<file path="src/rtl/hpc1_mul_stream_pkg.sv">
// hpc1_mul_stream_pkg: shared constants and GF(2^n) helpers for the HPC1 stream multiplier
// Contents: pipeline base latency, cross-term randomness indexing
// (num_quad/qindex), field polynomial selection and the generic
// shift-and-add field multiplier used by every lane.
package hpc1_mul_stream_pkg;
  localparam int HPC1_STREAM_LATENCY_BASE = 2;
  function automatic int num_quad(int n);
    return n * (n - 1) / 2;
  endfunction
  // One random element per unordered share pair; (i,j) and (j,i) share it so it cancels on compression.
  function automatic int qindex(int i, int j, int n);
    int lo, hi;
    lo = i < j ? i : j;
    hi = i < j ? j : i;
    return i == j ? 0 : lo * n - lo * (lo + 1) / 2 + hi - lo - 1;
  endfunction
  // Irreducible polynomial including the x^w term; width 8 is the AES polynomial.
  function automatic logic [31:0] field_poly(int w);
    return w == 2 ? 32'h7 : w == 3 ? 32'hb : w == 4 ? 32'h13 : w == 5 ? 32'h25 :
           w == 6 ? 32'h43 : w == 7 ? 32'h83 : 32'h11b;
  endfunction
  function automatic logic [31:0] generic_mul(logic [31:0] a, logic [31:0] b, int w);
    logic [31:0] acc, x, poly;
    acc = '0;
    x = a;
    poly = field_poly(w);
    for (int k = 0; k < 32; k++)
      if (k < w) begin
        acc ^= b[k] ? x : '0;
        x = (x << 1) ^ (x[w-1] ? poly : '0);
      end
    return acc;
  endfunction
endpackage

</file>
<file path="src/rtl/hpc1_mul_stream_if.sv">
// hpc1_mul_stream_if: valid/ready stream bundle for the HPC1 multiplier
// Signals: in_valid/out_ready (input handshake), in_a/in_b/in_r/in_p (shared
// operands and randomness), out_valid/in_ready (output handshake), out_c (shared product).
// Modports: master = upstream/downstream environment, slave = multiplier.
interface hpc1_mul_stream_if
  import hpc1_mul_stream_pkg::*;
#(
  parameter int NUM_SHARES = 2,
  parameter int BIT_WIDTH  = 2,
  parameter int NUM_LANES  = 1
);
  localparam int SW = NUM_LANES * NUM_SHARES * BIT_WIDTH;
  localparam int PW = NUM_LANES * num_quad(NUM_SHARES) * BIT_WIDTH;
  logic          in_valid, out_ready, out_valid, in_ready;
  logic [SW-1:0] in_a, in_b, in_r, out_c;
  logic [PW-1:0] in_p;
  modport master (
    output in_valid, in_a, in_b, in_r, in_p, in_ready,
    input  out_ready, out_valid, out_c
  );
  modport slave (
    input  in_valid, in_a, in_b, in_r, in_p, in_ready,
    output out_ready, out_valid, out_c
  );
endinterface

</file>
<file path="src/rtl/hpc1_mul_stream_lane.sv">
// hpc1_mul_stream_lane: one lane's stage-1 (refresh/capture) and stage-2 (cross products) datapath
// Ports: clk, rst_n (async active-low), en1 (stage-1 load), en2 (stage-2 load),
// a/b/r (shared operands and refresh mask), p (cross-term randomness),
// c (compressed shared product taken from the stage-2 registers).
module hpc1_mul_stream_lane
  import hpc1_mul_stream_pkg::*;
#(
  parameter int NUM_SHARES = 2,
  parameter int BIT_WIDTH  = 2
) (
  input  logic                                     clk,
  input  logic                                     rst_n,
  input  logic                                     en1,
  input  logic                                     en2,
  input  logic [NUM_SHARES*BIT_WIDTH-1:0]          a,
  input  logic [NUM_SHARES*BIT_WIDTH-1:0]          b,
  input  logic [NUM_SHARES*BIT_WIDTH-1:0]          r,
  input  logic [num_quad(NUM_SHARES)*BIT_WIDTH-1:0] p,
  output logic [NUM_SHARES*BIT_WIDTH-1:0]          c
);
  localparam int NQ = num_quad(NUM_SHARES);
  typedef logic [BIT_WIDTH-1:0] elem_t;
  typedef elem_t [NUM_SHARES-1:0] share_vec_t;
  share_vec_t                   a_ref, b_q;
  elem_t      [NQ-1:0]          p_q;
  share_vec_t [NUM_SHARES-1:0]  t_d, t_q;
  always_ff @(posedge clk or negedge rst_n)
    if (!rst_n) begin
      a_ref <= '0;
      b_q   <= '0;
      p_q   <= '0;
    end else if (en1) begin
      a_ref <= a ^ r;
      b_q   <= b;
      p_q   <= p;
    end
  always_comb begin
    t_d = '0;
    for (int i = 0; i < NUM_SHARES; i++)
      for (int j = 0; j < NUM_SHARES; j++)
        t_d[i][j] = elem_t'(generic_mul(32'(a_ref[i]), 32'(b_q[j]), BIT_WIDTH)) ^
                    (i != j ? p_q[qindex(i, j, NUM_SHARES)] : '0);
  end
  // Every share term is registered before compression so no share mixing happens through glitches upstream.
  always_ff @(posedge clk or negedge rst_n)
    if (!rst_n) t_q <= '0;
    else if (en2) t_q <= t_d;
  always_comb begin
    c = '0;
    for (int i = 0; i < NUM_SHARES; i++)
      for (int j = 0; j < NUM_SHARES; j++)
        c[i*BIT_WIDTH +: BIT_WIDTH] ^= t_q[i][j];
  end
endmodule

</file>
<file path="src/rtl/hpc1_mul_stream.sv">
// hpc1_mul_stream: pipelined multi-lane HPC1 masked GF(2^BIT_WIDTH) multiplier with valid/ready back-pressure
// Ports: in_clock (rising edge), in_reset (async active-low), bus (slave modport:
// in_valid/out_ready accept side, in_a/in_b/in_r/in_p operands and randomness,
// out_valid/in_ready output side, out_c shared product per lane).
// Option: define HPC1_STREAM_OUT_REG_EN to register the compressed shares
// (latency 3, glitch-free out_c); default build has latency 2.
module hpc1_mul_stream
  import hpc1_mul_stream_pkg::*;
#(
  parameter int NUM_SHARES = 2,
  parameter int BIT_WIDTH  = 2,
  parameter int NUM_LANES  = 1
) (
  input  logic              in_clock,
  input  logic              in_reset,
  hpc1_mul_stream_if.slave  bus
);
  localparam int SW = NUM_SHARES * BIT_WIDTH;
  localparam int PW = num_quad(NUM_SHARES) * BIT_WIDTH;
  logic                    v1, v2, acc2, down2, adv1, accept;
  logic [NUM_LANES*SW-1:0] c2;
  // acc2: stage 2 can take new data; down2: whatever follows stage 2 can take its data.
  assign acc2 = !v2 || down2;
  assign adv1 = v1 && acc2;
  assign bus.out_ready = !v1 || acc2;
  assign accept = bus.in_valid && bus.out_ready;
  always_ff @(posedge in_clock or negedge in_reset)
    if (!in_reset) begin
      v1 <= 1'b0;
      v2 <= 1'b0;
    end else begin
      v1 <= accept || (v1 && !acc2);
      v2 <= v1 || (v2 && !down2);
    end
  for (genvar g = 0; g < NUM_LANES; g++) begin : g_lane
    hpc1_mul_stream_lane #(
      .NUM_SHARES(NUM_SHARES),
      .BIT_WIDTH (BIT_WIDTH)
    ) u_lane (
      .clk  (in_clock),
      .rst_n(in_reset),
      .en1  (accept),
      .en2  (adv1),
      .a    (bus.in_a[g*SW +: SW]),
      .b    (bus.in_b[g*SW +: SW]),
      .r    (bus.in_r[g*SW +: SW]),
      .p    (bus.in_p[g*PW +: PW]),
      .c    (c2[g*SW +: SW])
    );
  end
`ifdef HPC1_STREAM_OUT_REG_EN
  logic                    v3;
  logic [NUM_LANES*SW-1:0] c3;
  assign down2 = !v3 || bus.in_ready;
  always_ff @(posedge in_clock or negedge in_reset)
    if (!in_reset) begin
      v3 <= 1'b0;
      c3 <= '0;
    end else begin
      v3 <= v2 || (v3 && !bus.in_ready);
      if (v2 && down2) c3 <= c2;
    end
  assign bus.out_valid = v3;
  assign bus.out_c = c3;
`else
  assign down2 = bus.in_ready;
  assign bus.out_valid = v2;
  assign bus.out_c = c2;
`endif
endmodule

</file>
<file path="src/flat_wrapper.sv">
// flat-port wrapper written by rule: the top's interface ports become plain ports
module hpc1_mul_stream_flat import hpc1_mul_stream_pkg::*;
#(
  parameter int NUM_SHARES = 2,
  parameter int BIT_WIDTH  = 2,
  parameter int NUM_LANES  = 1
)
  (in_clock, in_reset, bus_in_valid, bus_in_a, bus_in_b, bus_in_r, bus_in_p, bus_in_ready, bus_out_ready, bus_out_valid, bus_out_c);
  hpc1_mul_stream_if #(.NUM_SHARES(NUM_SHARES), .BIT_WIDTH(BIT_WIDTH), .NUM_LANES(NUM_LANES)) bus_i ();
  input  logic in_clock;
  input  logic in_reset;
  input wire logic [$bits(bus_i.in_valid)-1:0] bus_in_valid;
  input wire logic [$bits(bus_i.in_a)-1:0] bus_in_a;
  input wire logic [$bits(bus_i.in_b)-1:0] bus_in_b;
  input wire logic [$bits(bus_i.in_r)-1:0] bus_in_r;
  input wire logic [$bits(bus_i.in_p)-1:0] bus_in_p;
  input wire logic [$bits(bus_i.in_ready)-1:0] bus_in_ready;
  output wire logic [$bits(bus_i.out_ready)-1:0] bus_out_ready;
  output wire logic [$bits(bus_i.out_valid)-1:0] bus_out_valid;
  output wire logic [$bits(bus_i.out_c)-1:0] bus_out_c;
  assign bus_i.in_valid = bus_in_valid;
  assign bus_i.in_a = bus_in_a;
  assign bus_i.in_b = bus_in_b;
  assign bus_i.in_r = bus_in_r;
  assign bus_i.in_p = bus_in_p;
  assign bus_i.in_ready = bus_in_ready;
  assign bus_out_ready = bus_i.out_ready;
  assign bus_out_valid = bus_i.out_valid;
  assign bus_out_c = bus_i.out_c;
  hpc1_mul_stream #(.NUM_SHARES(NUM_SHARES), .BIT_WIDTH(BIT_WIDTH), .NUM_LANES(NUM_LANES)) u_core (.in_clock(in_clock), .in_reset(in_reset), .bus(bus_i));
endmodule
</file>
<file path="config.mk">
export PLATFORM = sky130hd
export DESIGN_NAME = hpc1_mul_stream_flat
export DESIGN_NICKNAME = d
export VERILOG_FILES = /design/src/rtl/hpc1_mul_stream_pkg.sv /design/src/rtl/hpc1_mul_stream_if.sv /design/src/rtl/hpc1_mul_stream_lane.sv /design/src/rtl/hpc1_mul_stream.sv /design/src/flat_wrapper.sv
export SDC_FILE = /design/constraint.sdc
export NUM_CORES = 1
export LEC_CHECK = 0
export CAP_MARGIN = 0
export CORE_MARGIN = 4
export CORE_UTILIZATION = 44
export CTS_BUF_LIST = sky130_fd_sc_hd__clkbuf_4 sky130_fd_sc_hd__clkbuf_8 sky130_fd_sc_hd__clkbuf_16
export DETAILED_ROUTE_END_ITERATION = 8
export PLACE_DENSITY = 0.74
export SYNTH_ARGS = -nofsm -noshare
export SYNTH_HDL_FRONTEND = slang
export SYNTH_SLANG_ARGS = --single-unit
</file>
<file path="constraint.sdc">
create_clock -name in_clock -period 1.33 [get_ports in_clock]
set_input_delay 0.133 -clock in_clock [delete_from_list [all_inputs] [get_ports in_clock]]
set_output_delay 0.133 -clock in_clock [all_outputs]
set_load 0.1 [all_outputs]
</file>
==> results of run 1 <==
metrics by stage:
| step | util | setup WS (ps) | hold slack [ps] | total power [mW] |
|---|---|---|---|---|
| 4_1_cts | 0.7292 | -115.8 | 166.5 | 3.011 |
| 2_1_floorplan | - | -1108 | -162.6 | 2.017 |
| 3_3_place_gp | 0.6887 | -91.64 | 494.7 | 2.578 |
| 5_1_grt | 0.7542 | -173.1 | 201.7 | 3.172 |
| 3_5_place_dp | 0.6887 | -136.9 | 500.3 | 2.624 |
| 6_report | 0.7542 | -144.6 | 167.8 | 3.045 |
cells by family (layout without fill, tap and decap cells):
logic type,count (synthesis),after routing,synth area share
compound gates,17,17,0.09445
xor+xnor,16,16,0.1322
buf+inv,4,44,0.02361
simple gates,35,35,0.1712
mux,10,10,0.1063
flops,20,20,0.4723
routing by layer:
layer  track usage  routed length (um)  vias to the layer above
met3       0.02489                 110                        4
li1              -                   -                      426
met1        0.1645                 925                      412
met2        0.2855                1257                       20
met5             0                   0                        -
met4       0.04636                  19                        0
area by class of cell:
class	count	area, sq um
inverters	1	3.754
fillers	163	554.3
repair buffers	39	429.2
flip-flops and latches	20	510.5
well taps	28	35.03
clock buffers	4	36.28
multi-input cells	78	685.7
cells in the mapped netlist:
master,count
xor2_1,7
xnor2_1,9
inv_1,1
and2b_1,1
mux2_2,10
nand2b_1,2
nand2_1,20
buf_6,1
buf_2,2
or4_1,1
dfrtp_1,20
a221oi_2,1
a21oi_1,2
nor4bb_1,1
or2_2,1
nor4b_1,1
a21o_1,1
nand3b_1,2
nand3_1,1
nor2_1,1
and4b_1,1
a22oi_1,1
nor2b_1,2
nor3b_1,1
o21ai_1,1
o21ai_0,11
state kept, by name, summed over array words and instances, names as in the netlist:
signal	count
u_core.g_lane.u_lane.t_q	8
u_core.v1	1
u_core.g_lane.u_lane.a_ref	4
u_core.bus.out_valid	1
u_core.g_lane.u_lane.p_q	2
u_core.g_lane.u_lane.b_q	4
repair_timing:
action	CTS	global route
resized for setup	9	15
pin swaps	1	4
buffers inserted	2	1
endpoints found under the setup margin	4	16
power groups by stage:
stage / clock (mW) / combinational [mW] / sequential, mW
2_1_floorplan: 0 / 1.07 / 0.950
3_5_place_dp: 0 / 1.66 / 0.959
3_3_place_gp: 0 / 1.64 / 0.941
5_1_grt: 0.376 / 1.81 / 0.985
6_report: 0.351 / 1.73 / 0.965
4_1_cts: 0.366 / 1.69 / 0.952
worst paths after layout:
| check | slack [ps] | end | start |
|---|---|---|---|
| worst max-delay path | -140 | u_core.g_lane[0].u_lane.b_q[0] | u_core.bus.out_valid |
| worst min-delay path | 170 | u_core.g_lane[0].u_lane.t_q[2] | in_reset |
| worst max register to register | -140 | u_core.g_lane[0].u_lane.b_q[0] | u_core.bus.out_valid |
| worst min register to register | 580 | u_core.bus.out_valid | u_core.v1 |
| max in group asynchronous | 920 | u_core.bus.out_valid | in_reset |
| min in group in_clock | 450 | u_core.g_lane[0].u_lane.p_q[0] | bus_in_p[0] |
critical path, cell delays in order, from the launching register on:
cell and delay, ps:
dfrtp_4 490, buf_6 120, nand3b_1 140, buf_4 140, buf_6 100, nand2_8 70, mux2_4 300
==> results_dict.tcl, run 1 <==
set metrics [dict create \
    status "complete, but fails checks" \
    violations "setup timing" \
    firstDrtPassIters 4 \
    final_cell_mix "clkdlybuf4s50_1, nand2_1, dfrtp_1" \
    cts_max_level 1 \
    grt_max_degree 21 \
    row_count 17 \
    grt_use_total 0.1487 \
    crit_arrival_ps 1660 \
    fin_ws_ps -144.6 \
    sw_frac_of_total 0.4496 \
    comb_power_share 0.568 \
    avgSynthCellArea_sq_um 10.39 \
    n_antenna_cell 0 \
    grt_pass1_vias 896 \
    antenna_found_initial 0 \
    drc 0 \
    hpwl_mm 1.770 \
    die_h_um 57.08 \
    period_minus_slack_ps 1475 \
    crit_fanout 8 \
    netlist_area_sq_um 1060 \
    grt_pass1_wl_mm 3.801 \
    ir_drop_v 0.001545 \
    yosysWarnings 0 \
    vias_per_cell 5.071 \
    p_int_mw 1.676 \
    wl_mm 2.312 \
    wire_per_inst_um 13.60 \
    placedCellCount 163 \
    setup_viol 13 \
    die_w_um 57.08 \
    clock_power_share 0.115 \
    finalMaxSlewViolations 0 \
    cts_hold_buf 0 \
    ys_top_cells_by_area "dfrtp_1, mux2_2, xnor2_1" \
    p_seq_frac 0.317 \
    cts_tree "done" \
    rr_worst_depth 6 \
    hold_viol_final 0 \
    drive_above_1_share 0.3944 \
    start_util 0.4700 \
    power.switching_mw 1.369 \
    slew_headroom 0.8082 \
    critPathKind "reg -> reg" \
    p_per_area_nw_per_um2 1791 \
    overflow 0 \
    worstPathRequired_ps 1520 \
    globalplace.congestion 0.7601 \
    placed_area_sq_um 1553 \
    final_common_cell "clkdlybuf4s50_1" \
    cts_root_buffer "clkbuf_4" \
    dieArea_sq_um 3258 \
    core_sq_um 2255 \
    postRouteAntennaNets 0 \
    worstMarginPinSlew_ps 287.2 \
    maxCapViolations 0 \
    yosys.area.top_type "dfrtp_1" \
    tns_ps -1386 \
    clock_path_buffers 2 \
    netlist.area_leader.share 0.4723 \
    fin_cells 170 \
    path_clk_slew_ps 120 \
    clock-skew-final_ps 5.128 \
    rsz0062_at_grt "yes" \
    drt-initial-drc-count 4 \
    end_kind "flip-flop" \
    hold_path_class "in -> async" \
    numCtsBuffers 3 \
    ys_ff_latch 20 \
    netlist_instances 102 \
    nNetsFinal 161 \
    leakagePower_nw 0.7117 \
    yosysUniqueCellTypes 26 \
    area_growth_pct 60.45 \
    clock_latency_ps 290 \
    synth.net_count 120 \
    portBuffers 23 \
    ios 24 \
    fmaxAchievable_mhz 678.1 \
    ys_seq_area_frac 0.4723 \
    dr_total_vias 862 \
    min_period_over_period 1.109 \
    start_kind "flip-flop" \
    final_area_sq_um 1700 \
    clkSinkCount 20 \
]
Note: power is estimated with default switching activity, not from simulation.
==> run 2, diff against run 1 <==
--- a/config.mk
+++ b/config.mk
@@ -10,6 +10,7 @@
 export CORE_UTILIZATION = 44
 export CTS_BUF_LIST = sky130_fd_sc_hd__clkbuf_4 sky130_fd_sc_hd__clkbuf_8 sky130_fd_sc_hd__clkbuf_16
 export DETAILED_ROUTE_END_ITERATION = 8
+export GPL_TIMING_DRIVEN = 0
 export PLACE_DENSITY = 0.74
 export SYNTH_ARGS = -nofsm -noshare
 export SYNTH_HDL_FRONTEND = slang
==> results_dict.tcl, run 2 (same netlist as run 1, synthesis figures left out) <==
set metrics [dict create \
    start_util 0.4700 \
    clock_path_buffers 2 \
    p_per_area_nw_per_um2 1782 \
    register_area_sq_um 510.5 \
    globalplace.congestion 0.7685 \
    setup_viol 6 \
    p_seq_frac 0.333 \
    vias_per_cell 5.071 \
    violations "setup timing" \
    largest_reg_flops 8 \
    rsz0062_at_grt "yes" \
    reg_top3 "u_core.g_lane.u_lane.t_q: 8 flops, u_core.g_lane.u_lane.a_ref: 4 flops, u_core.g_lane.u_lane.b_q: 4 flops" \
    slowest_stage "dfrtp_1" \
    row_count 17 \
    p_int_mw 1.587 \
    multi_input_area_sq_um 680.7 \
    ios 24 \
    end_kind "flip-flop" \
    final_cell_mix "nand2_1, clkdlybuf4s50_1, dfrtp_1" \
    die_w_um 57.08 \
    area_growth_pct 55.61 \
    dieArea_sq_um 3258 \
    cpPeakStageDelay_ps 460 \
    finalMaxSlewViolations 0 \
    hold_ws_ps 305.7 \
    clock_latency_ps 300 \
    tns_ps -213.7 \
    min_period_over_period 1.052 \
    grt_pass1_vias 829 \
    antenna_found_initial 0 \
    drt-initial-drc-count 7 \
    drc 0 \
    path_cells "mux2_4 > a221oi_4 > xor2_1 > o21ai_1" \
    nNetsFinal 159 \
    cts_tree "done" \
    cts_root_buffer "clkbuf_4" \
    core_sq_um 2255 \
    crit_arrival_ps 1600 \
    comb_power_share 0.547 \
    crit_buf_inv 0 \
    fin_ws_ps -69.38 \
    grt_pass1_wl_mm 3.732 \
    die_h_um 57.08 \
    path_clk_slew_ps 110 \
    status "complete, but fails checks" \
    leakagePower_nw 0.6921 \
    grt_max_degree 21 \
    worstMarginPinSlew_ps 856.4 \
    numCtsBuffers 3 \
    n_antenna_cell 0 \
    crit_fanout 2 \
    maxCapViolations 0 \
    hold_path_class "in -> async" \
    worstPathRequired_ps 1530 \
    start_kind "flip-flop" \
    hpwl_mm 1.486 \
    fmaxAchievable_mhz 714.6 \
    critPathTopFamily "flip-flops" \
    num-fill-cells 168 \
    power.switching_mw 1.353 \
    portBuffers 23 \
    regMostFlops "u_core.g_lane.u_lane.t_q" \
    dr_total_vias 852 \
    drive_above_1_share 0.3929 \
    wl_mm 2.277 \
    sw_frac_of_total 0.4602 \
    critPathKind "reg -> reg" \
    placed_area_sq_um 1423 \
    postRouteAntennaNets 0 \
    clkSinkCount 20 \
    cts_max_level 1 \
    overflow 0 \
    period_minus_slack_ps 1399 \
    wire_per_inst_um 13.55 \
    slew_headroom 0.4273 \
    firstDrtPassIters 4 \
    clock-skew-final_ps 6.242 \
    clock_power_share 0.120 \
    grt_use_total 0.1474 \
    final_area_sq_um 1649 \
    hold_viol_final 0 \
    ir_drop_v 0.001411 \
]
==> run 2: timing repair <==
action,in CTS,in global routing
endpoints found under the setup margin,15,22
hold buffers,0,0
resized for setup,45,32
setup buffers,11,1
pin swaps,6,6
==> run 2: power groups by stage <==
| stage | registers, mW | clock network (mW) | logic, mW |
|---|---|---|---|
| floorplan | 0.950 | 0 | 1.07 |
| global placement | 0.958 | 0 | 1.33 |
| detailed placement | 0.968 | 0 | 1.35 |
| CTS | 0.956 | 0.361 | 1.45 |
| global route | 1.00 | 0.389 | 1.68 |
| finish | 0.978 | 0.353 | 1.61 |
==> run 2: final timing paths <==
kind	start	endpoint	slack [ps]	cells after the start
worst max-delay path	u_core.g_lane[0].u_lane.b_q[1]	u_core.g_lane[0].u_lane.t_q[5]	-70	4
worst min-delay path	in_reset	u_core.bus.out_valid	310	1
worst max register to register	u_core.g_lane[0].u_lane.b_q[1]	u_core.g_lane[0].u_lane.t_q[5]	-70	4
worst min register to register	u_core.g_lane[0].u_lane.t_q[0]	u_core.g_lane[0].u_lane.t_q[0]	600	2
max in group asynchronous	in_reset	u_core.bus.out_valid	410	1
min in group in_clock	bus_in_b[1]	u_core.g_lane[0].u_lane.b_q[1]	430	2
==> run 2: layer usage <==
metal / routed length [um] / track usage / up-vias
li1: - / - / 424
met1: 926 / 0.1782 / 406
met2: 1223 / 0.2561 / 18
met3: 87 / 0.02262 / 4
met4: 38 / 0.06954 / 0
met5: 0 / 0 / -
==> run 2: stage by stage <==
stage          worst slack (ps)  instances    util  total power, mW
3_5_place_dp             -772.8        153  0.6310            2.317
2_1_floorplan             -1108        102       -            2.017
4_1_cts                  -92.00        168  0.6931            2.770
5_1_grt                  -133.0        168  0.7314            3.074
6_report                 -69.38        168  0.7314            2.939
3_3_place_gp             -741.7        153  0.6310            2.292
==> run 2: area by class of cell <==
class	count	area share
Timing Repair Buffer	35	0.2185
Buffer	2	0.01366
Sequential cell	20	0.3096
Multi-Input combinational cell	78	0.4127
Inverter	1	0.002276
Tap cell	28	0.02124
Clock buffer	4	0.02200
==> run 2: worst reg2reg max path: cells and delay by family, from the launching register on <==
| kind | cells | cell delay (ps) |
|---|---|---|
| flops | 1 | 460 |
| mux | 1 | 340 |
| compound gates | 2 | 320 |
| xor+xnor | 1 | 170 |
==> run 3, diff against run 2 <==
--- a/config.mk
+++ b/config.mk
@@ -7,11 +7,12 @@
 export LEC_CHECK = 0
 export CAP_MARGIN = 0
 export CORE_MARGIN = 4
-export CORE_UTILIZATION = 44
+export CORE_UTILIZATION = 54
 export CTS_BUF_LIST = sky130_fd_sc_hd__clkbuf_4 sky130_fd_sc_hd__clkbuf_8 sky130_fd_sc_hd__clkbuf_16
 export DETAILED_ROUTE_END_ITERATION = 8
+export DONT_BUFFER_PORTS = 1
 export GPL_TIMING_DRIVEN = 0
-export PLACE_DENSITY = 0.74
+export PLACE_DENSITY = 0.72
 export SYNTH_ARGS = -nofsm -noshare
 export SYNTH_HDL_FRONTEND = slang
 export SYNTH_SLANG_ARGS = --single-unit
==> results_dict.tcl, run 3 (same netlist as run 1, synthesis figures left out) <==
set metrics [dict create \
    status "complete, but fails checks" \
    violations "setup timing" \
    worstMarginPinSlew_ps 1156 \
    grt_use_total 0.1725 \
    regMostFlops "u_core.g_lane.u_lane.t_q" \
    crit_fanout 4 \
    drive_above_1_share 0.2881 \
    drc 0 \
    register_area_sq_um 508.0 \
    grt_pass1_vias 745 \
    grt_pass1_wl_mm 3.422 \
    die_h_um 52.30 \
    antenna_found_initial 0 \
    maxCapViolations 0 \
    start_kind "flip-flop" \
    numCtsBuffers 3 \
    hpwl_mm 1.297 \
    clkSinkCount 20 \
    start_util 0.5882 \
    largest_reg_flops 8 \
    rsz0062_at_grt "yes" \
    cts_tree "done" \
    final_common_cell "nand2_1" \
    portBuffers 0 \
    use_met3 0.05413 \
    placedCellCount 127 \
    hold_viol_final 0 \
    postLayoutCoreUtil 0.7549 \
    slew_headroom 0.2272 \
    groute.layer.met1.usage 0.2156 \
    setup_viol 24 \
    hold_ws_ps 19.94 \
    fmaxAchievable_mhz 405.3 \
    min_period_over_period 1.855 \
    dr_total_vias 778 \
    clock_path_buffers 2 \
    final_cell_mix "nand2_1, dfrtp_1, o21ai_0, xnor2_1, dlygate4sd3_1" \
    die_w_um 52.30 \
    leakagePower_nw 0.5694 \
    crit_arrival_ps 2640 \
    clock-skew-final_ps 11.69 \
    slowest_stage "nand3b_1" \
    grt_max_degree 21 \
    ios 24 \
    wl_mm 1.999 \
    finalMaxSlewViolations 0 \
    multi_input_area_sq_um 635.6 \
    use_met2 0.2727 \
    critPathKind "reg -> reg" \
    worstPathRequired_ps 1510 \
    drt-initial-drc-count 8 \
    p_per_area_nw_per_um2 1817 \
    globalplace.congestion 0.7085 \
    nNetsFinal 137 \
    overflow 0 \
    cpPeakStageDelay_ps 890 \
    clock_latency_ps 290 \
    path_cells "nand3b_1 > nand2_2 > buf_6 > buf_6 > mux2_4" \
    busiest_layer "met2" \
    dieArea_sq_um 2735 \
    end_kind "flip-flop" \
    placed_area_sq_um 1189 \
    row_count 15 \
    num-fill-cells 124 \
    path_clk_slew_ps 120 \
    postRouteAntennaNets 0 \
    hold_path_class "in -> reg" \
    fin_cells 143 \
    reg_top3 "u_core.g_lane.u_lane.t_q: 8 flops, u_core.g_lane.u_lane.a_ref: 4 flops, u_core.g_lane.u_lane.b_q: 4 flops" \
    fin_ws_ps -1137 \
    vias_per_cell 5.441 \
    cts_root_buffer "clkbuf_4" \
    crit_path_frequent_cell "buf_6" \
    final_area_sq_um 1360 \
    firstDrtPassIters 3 \
    cts_max_level 1 \
    wire_per_inst_um 13.98 \
    core_sq_um 1802 \
    tns_ps -14560 \
    area_growth_pct 28.33 \
    n_antenna_cell 0 \
    period_minus_slack_ps 2467 \
    ir_drop_v 0.001142 \
]
## run 3: cell count changes in the layout (fill, tap and decap cells not counted), moves of 4 or more
cell	change
dlygate4sd3_1	+8
clkdlybuf4s50_1	-17
o21ai_0	+6
buf_8	-4
buf_4	-7
o21ai_1	-6
## run 3: power breakdown
part / internal, mW / switching, mW
Combinational: 0.356 / 0.820
Sequential: 0.745 / 0.236
Clock: 0.137 / 0.176
Total: 1.24 / 1.23
## run 3: critical path, delay by kind of cell (launching register included)
kind,cells,cell delay (ps)
muxes,1,280
and+or+nand+nor,2,1170
buffers and inverters,2,260
DFF,1,640
## run 3: cell type report
type | instances | area share
plain buffers | 3 | 0.02208
repair buffers | 12 | 0.08924
flip-flops and latches | 20 | 0.3735
well taps | 25 | 0.02300
clock buffers | 4 | 0.02208
multi-input cells | 78 | 0.4673
inverters | 1 | 0.002760
## run 3: final timing paths
| kind | start | cells after the start | slack, ps | end |
|---|---|---|---|---|
| worst max-delay path | u_core.bus.out_valid | 5 | -1140 | u_core.g_lane[0].u_lane.b_q[0] |
| worst min-delay path | bus_in_a[0] | 2 | 20 | u_core.g_lane[0].u_lane.a_ref[0] |
| worst max register to register | u_core.bus.out_valid | 5 | -1140 | u_core.g_lane[0].u_lane.b_q[0] |
| worst min register to register | u_core.g_lane[0].u_lane.t_q[1] | 2 | 560 | u_core.g_lane[0].u_lane.t_q[1] |
| max in group asynchronous | in_reset | 1 | 310 | u_core.bus.out_valid |
| min in group asynchronous | in_reset | 1 | 390 | u_core.g_lane[0].u_lane.t_q[1] |
## run 3: timing repair
item                                    in CTS  in global routing
gates resized for setup                      9                  4
endpoints found under the setup margin      24                 24
hold endpoints to repair                    27                  0
pin swaps                                    6                  3
setup buffers                                4                  0
hold buffers                                 8                  0
## run 3: metal layers
layer | vias up | part of all wire
met1 | 367 | 0.42
met3 | 6 | 0.063
li1 | 383 | -
met4 | 0 | 0.023
met2 | 22 | 0.50
met5 | - | 0
## run 3: per-stage QoR
| stage | worst slack, ps | total power [mW] |
|---|---|---|
| after floorplan | -1108 | 2.017 |
| after global placement | -1194 | 2.084 |
| after detailed placement | -1201 | 2.104 |
| after CTS | -1145 | 2.486 |
| after global routing | -1164 | 2.607 |
| final | -1137 | 2.471 |
==> variant 1: new RTL, settings of run 3 <==
`NUM_LANES` is set to 1 in 3 places; all go to 2.
--- a/src/rtl/hpc1_mul_stream_if.sv
+++ b/src/rtl/hpc1_mul_stream_if.sv
@@ -7,7 +7,7 @@
 #(
   parameter int NUM_SHARES = 2,
   parameter int BIT_WIDTH  = 2,
-  parameter int NUM_LANES  = 1
+  parameter int NUM_LANES  = 2
 );
   localparam int SW = NUM_LANES * NUM_SHARES * BIT_WIDTH;
   localparam int PW = NUM_LANES * num_quad(NUM_SHARES) * BIT_WIDTH;
--- a/src/rtl/hpc1_mul_stream.sv
+++ b/src/rtl/hpc1_mul_stream.sv
@@ -9,7 +9,7 @@
 #(
   parameter int NUM_SHARES = 2,
   parameter int BIT_WIDTH  = 2,
-  parameter int NUM_LANES  = 1
+  parameter int NUM_LANES  = 2
 ) (
   input  logic              in_clock,
   input  logic              in_reset,
--- a/src/flat_wrapper.sv
+++ b/src/flat_wrapper.sv
@@ -3,7 +3,7 @@
 #(
   parameter int NUM_SHARES = 2,
   parameter int BIT_WIDTH  = 2,
-  parameter int NUM_LANES  = 1
+  parameter int NUM_LANES  = 2
 )
   (in_clock, in_reset, bus_in_valid, bus_in_a, bus_in_b, bus_in_r, bus_in_p, bus_in_ready, bus_out_ready, bus_out_valid, bus_out_c);
   hpc1_mul_stream_if #(.NUM_SHARES(NUM_SHARES), .BIT_WIDTH(BIT_WIDTH), .NUM_LANES(NUM_LANES)) bus_i ();
Ports: changed (5 resized); port bits go from 24 to 42. No check against the original RTL was run, so the function may have changed too.
==> variant 1 against run 3 <==
The flow still finishes with violations (setup timing); area after synthesis up 94%; power is 120% higher; worst setup slack improved by 0.68 ns; sequential power grew 93%; sequential cell count rose by 18; clock power grew to 2.6 times the old value; design area rose by 110%; routed wire length rose by 120%; fmax is 38% higher; die area rose by 78%; synthesized cell count increased by 96%; non-clock buffer count up 22; largest power group unchanged; highest routed layer unchanged.
==> variant 1: results (changes against run 3) <==
DP Area=2340 sq um (+97%); largest cells by area after synthesis=dfrtp_1, mux2_2, xnor2_1; hold wc startpoint=bus_in_a[2]; nets=267 (+95%); GR Util met1=23.8% (+2.2 points); GP Congestion=0.798 (+13%); multiplexer area fraction after synthesis=10.6% (-0.048 points); share of total power in sequential cells=35.6% (-4.1 points); status=finished with violations; Worst Skew=0.00358 ns (-0.00811 ns); global router's overall resource usage=18.4% (+1.1 points); synthesized area per cell=10.3 sq um (-0.95%); r2r worst-path depth=4 (-1); sequential-to-total area share from yosys stat=46.2% (-1.0 points); Reg clk slew, reported paths=0.07 ns (-0.05 ns); met2 Use GR=29.8% (+2.5 points); Setup TNS=-13.27 ns (+1.29 ns); largest net degree at the start of global routing=39 (+86%); NetSw=2610 uW (+110%); via/cell ratio=5.47 (+0.48%); CP max stage delay=0.64 ns (-0.25 ns); post-DP HPWL=2.88 mm (+120%); synth unique cells=34 (+31%); Max FO, Critical Path=7 (+3); Switching Share=48.8% (-1.0 points); routing usage on met3=5.07% (-0.34 points); DRT Pass-1 Iters=4 (+1); first-pass GRT wire length=7.04 mm (+110%); hold slack=0.0394 ns (+0.0195 ns); final setup vio count=46 (+92%); Compound-Gate Fraction of Synth Area=9.24% (-0.20 points); setup ws final=-0.459 ns (+0.678 ns); dpl ws=-0.573 ns (+0.629 ns); Syn Nets=232 (+93%); largest registers=u_core.g_lane.u_lane.t_q x16, u_core.g_lane.u_lane.a_ref x8, u_core.g_lane.u_lane.b_q x8; maximum VDD drop=810 uV (-29%); share of cells above drive strength 1=41.7% (+13 points); Post-Synth XOR/XNOR Area=13.6% (+0.39 points); Logic pwr share=49.3% (+1.7 points); vias in the first global route=1491 (+100%); Min-Delay Endpoint=u_core.g_lane[0].u_lane.a_ref[2]; Worst Tran Pin Value=0.717 ns (-0.439 ns); failing checks=setup timing; Iteration-0 DRC Markers=70 (+62)
==> variant 1: cell types whose count changed in the layout (fill, tap and decap cells not counted), moves of 7 or more <==
cell / before / now
dfrtp_2: 3 / 14
nor2_1: 1 / 11
buf_4: 1 / 10
xnor2_1: 9 / 18
mux2_4: 5 / 13
dfrtp_1: 16 / 23
nand2_2: 1 / 8
==> variant 1: routing by layer <==
metal | vias up | share of wire (%)
met5 | - | 0
met4 | 0 | 1.3
li1 | 746 | -
met3 | 5 | 5.9
met2 | 43 | 49
met1 | 753 | 44
==> variant 1: cell type report <==
type,count,area [sq um]
well taps,48,60.1
multi-input cells,152,1360
fillers,225,806
plain buffers,9,81.3
clock buffers,7,90.1
inverters,1,3.75
flip-flops and latches,38,972
repair buffers,28,290
==> variant 1: what timing repair did <==
action,in CTS,in global routing
endpoints found under the setup margin,45,46
setup buffers,7,3
hold endpoints to repair,51,0
resized for setup,34,16
pin swaps,15,5
cloned,3,0
hold buffers,15,0
==> variant 2: new RTL, config.mk and constraints of run 3 <==
Without the edit above. The option `HPC1_STREAM_OUT_REG_EN` is turned on by a define.
--- a/src/rtl/hpc1_mul_stream.sv
+++ b/src/rtl/hpc1_mul_stream.sv
@@ -4,6 +4,8 @@
 // out_valid/in_ready output side, out_c shared product per lane).
 // Option: define HPC1_STREAM_OUT_REG_EN to register the compressed shares
 // (latency 3, glitch-free out_c); default build has latency 2.
+`define HPC1_STREAM_OUT_REG_EN
+
 module hpc1_mul_stream
   import hpc1_mul_stream_pkg::*;
 #(
Formal check against the unedited RTL: not equivalent (Yosys sat finds a counterexample within 4 cycles, from zero or initial values and one cycle with in_reset low).
==> variant 2 against run 3 <==
The flow still finishes with violations (setup timing); clock power up 16%; power increased by 11%; count of clock-buffer cells in the layout did not move; first-iteration DRC count up 25%; worst setup slack worse by 0.28 ns; via count increased by 23%; design area rose by 25%; sequential cell count is 5 higher; routed wire length is 28% higher; die area up 15%; fmax decreased by 10%; final cell count is 24% higher; area after synthesis increased by 18%; sequential power increased by 63%; largest cell class unchanged.
==> variant 2: results (changes against run 3) <==
status=finished with violations; failing checks=setup timing; Worst Skew=0.00207 ns (-0.00962 ns); Syn Nets=138 (+15%); initial antenna violation count=0 (unchanged); post-DP HPWL=1.54 mm (+18%); dpl ws=-1.50 ns (-0.295 ns); CP arrival=2.97 ns (+0.33 ns); sequential-to-total area share from yosys stat=50.2% (+2.9 points); most flop-heavy register=u_core.g_lane.u_lane.t_q; vias in the first global route=960 (+29%); DRT Pass-1 Iters=4 (+1); H-tree depth=1 (unchanged); nets=169 (+23%); Worst Hold Class=input pin to flip-flop; crit path max-delay cell type=nand4b_1; LEAKAGE=0.000729 uW (+28%); Root Buffer=clkbuf_4; ANT cells=0 (unchanged); total CTS buffers=3 (unchanged); via/cell ratio=5.39 (-0.97%); Clock Latency Late Sink=0.32 ns (+0.03 ns); synth unique cells=27 (+3.8%); CP max stage delay=1.09 ns (+0.20 ns); maximum VDD drop=1250 uV (+9.6%); EDFF count, synth=0 (unchanged); setup ws final=-1.41 ns (-0.278 ns); DP Area=1330 sq um (+11%); Int Pwr=1550 uW (+25%); largest net degree at the start of global routing=26 (+24%); global router's overall resource usage=17.7% (+0.48 points); Synth top cells by count=nand2_1, dfrtp_1, xnor2_1, o21ai_0, mux2_2; filler cell count=149 (+20%); Clock Path Buffers=2 (unchanged); Max FO, Critical Path=4 (unchanged); Yosys warnings=0 (unchanged); Iteration-0 DRC Markers=10 (+2); Reg clk slew, reported paths=0.13 ns; Primary FF master, synth=dfrtp_1; Port Buffers=0 (unchanged); Largest register FFs=8 (unchanged); drt wl/cell=14.4 um (+3.1%); share of cells above drive strength 1=33.3% (+4.5 points); first-pass GRT wire length=4.44 mm (+30%); Rel. slew slack=11.1% (-12 points); largest cells by area after synthesis=dfrtp_1, xnor2_1, mux2_2; GP Congestion=0.733 (+3.4%); final setup vio count=20 (-17%); Synth async-reset ratio=100% (unchanged)
## variant 2: final timing paths
| kind | depth (start not counted) | slack, ns | end | start |
|---|---|---|---|---|
| max | 5 | -1.41 | u_core.g_lane[0].u_lane.b_q[2] | u_core.bus.out_valid |
| min | 2 | 0.15 | u_core.v2 | bus_in_ready |
| max reg2reg | 5 | -1.41 | u_core.g_lane[0].u_lane.b_q[2] | u_core.bus.out_valid |
| min reg2reg | 2 | 0.52 | u_core.g_lane[0].u_lane.t_q[6] | u_core.g_lane[0].u_lane.t_q[6] |
| max in group asynchronous | 2 | 0.95 | u_core.bus.out_valid | in_reset |
| min in group asynchronous | 2 | 0.22 | u_core.bus.out_valid | in_reset |
## variant 2: cells by family after synthesis
group | Yosys count | synth area share, %
AOI/OAI and AO/OA | 22 | 11.0
xor gates and xnor gates | 16 | 11.2
buffers and inverters | 6 | 2.71
DFF | 25 | 50.2
muxes | 10 | 9.33
and+or+nand+nor | 41 | 15.5
## variant 2: critical path: cells and delay by family, from the launching register on
kind                   cells  cell delay [ns]
buffers and inverters      2             0.26
multiplexers               1             0.29
AND/OR/NAND/NOR            2             1.44
flip-flops                 1             0.65
## variant 2: per-stage QoR
| stage | cells | util [%] | setup TNS (ns) |
|---|---|---|---|
| 6_report | 178 | 76.9 | -16.40 |
| 5_1_grt | 178 | 76.9 | -17.40 |
| 4_1_cts | 178 | 74.4 | -16.68 |
| 3_5_place_dp | 148 | 59.9 | -16.20 |
| 3_3_place_gp | 148 | 59.9 | -15.68 |
| 2_1_floorplan | 120 | - | -14.24 |
## variant 2: power by group through the flow
| stage | clock [uW] | combinational (uW) | sequential [uW] |
|---|---|---|---|
| final | 361 | 789 | 1600 |
| after global routing | 410 | 871 | 1640 |
| after CTS | 366 | 727 | 1570 |
| after detailed placement | 0 | 584 | 1580 |
| after global placement | 0 | 558 | 1570 |
| after floorplan | 0 | 512 | 1540 |
## variant 2: final cells by class
| type | instances | area share, % |
|---|---|---|
| Buffer | 4 | 2.21 |
| Sequential cell | 25 | 37.3 |
| Tap cell | 28 | 2.06 |
| Timing Repair Buffer | 27 | 16.3 |
| Clock buffer | 4 | 1.77 |
| Inverter | 1 | 0.221 |
| Multi-Input combinational cell | 89 | 40.2 |
## variant 2: timing repair
action	CTS	global route
cloned	1	0
gates resized for setup	18	14
hold buffers	18	0
endpoints found under the hold margin	37	0
setup endpoints to repair	24	25
pin swaps	4	4
buffers inserted	8	0
## variant 2: per-layer routing
| layer | track usage [%] | vias to the layer above | routed length [um] | share of wire [%] |
|---|---|---|---|---|
| met5 | 0 | - | 0 | 0 |
| met1 | 20.8 | 458 | 1010 | 39 |
| met4 | 7.12 | 0 | 78 | 3.0 |
| met3 | 4.18 | 11 | 125 | 4.9 |
| li1 | - | 464 | - | - |
| met2 | 30.9 | 26 | 1360 | 53 |
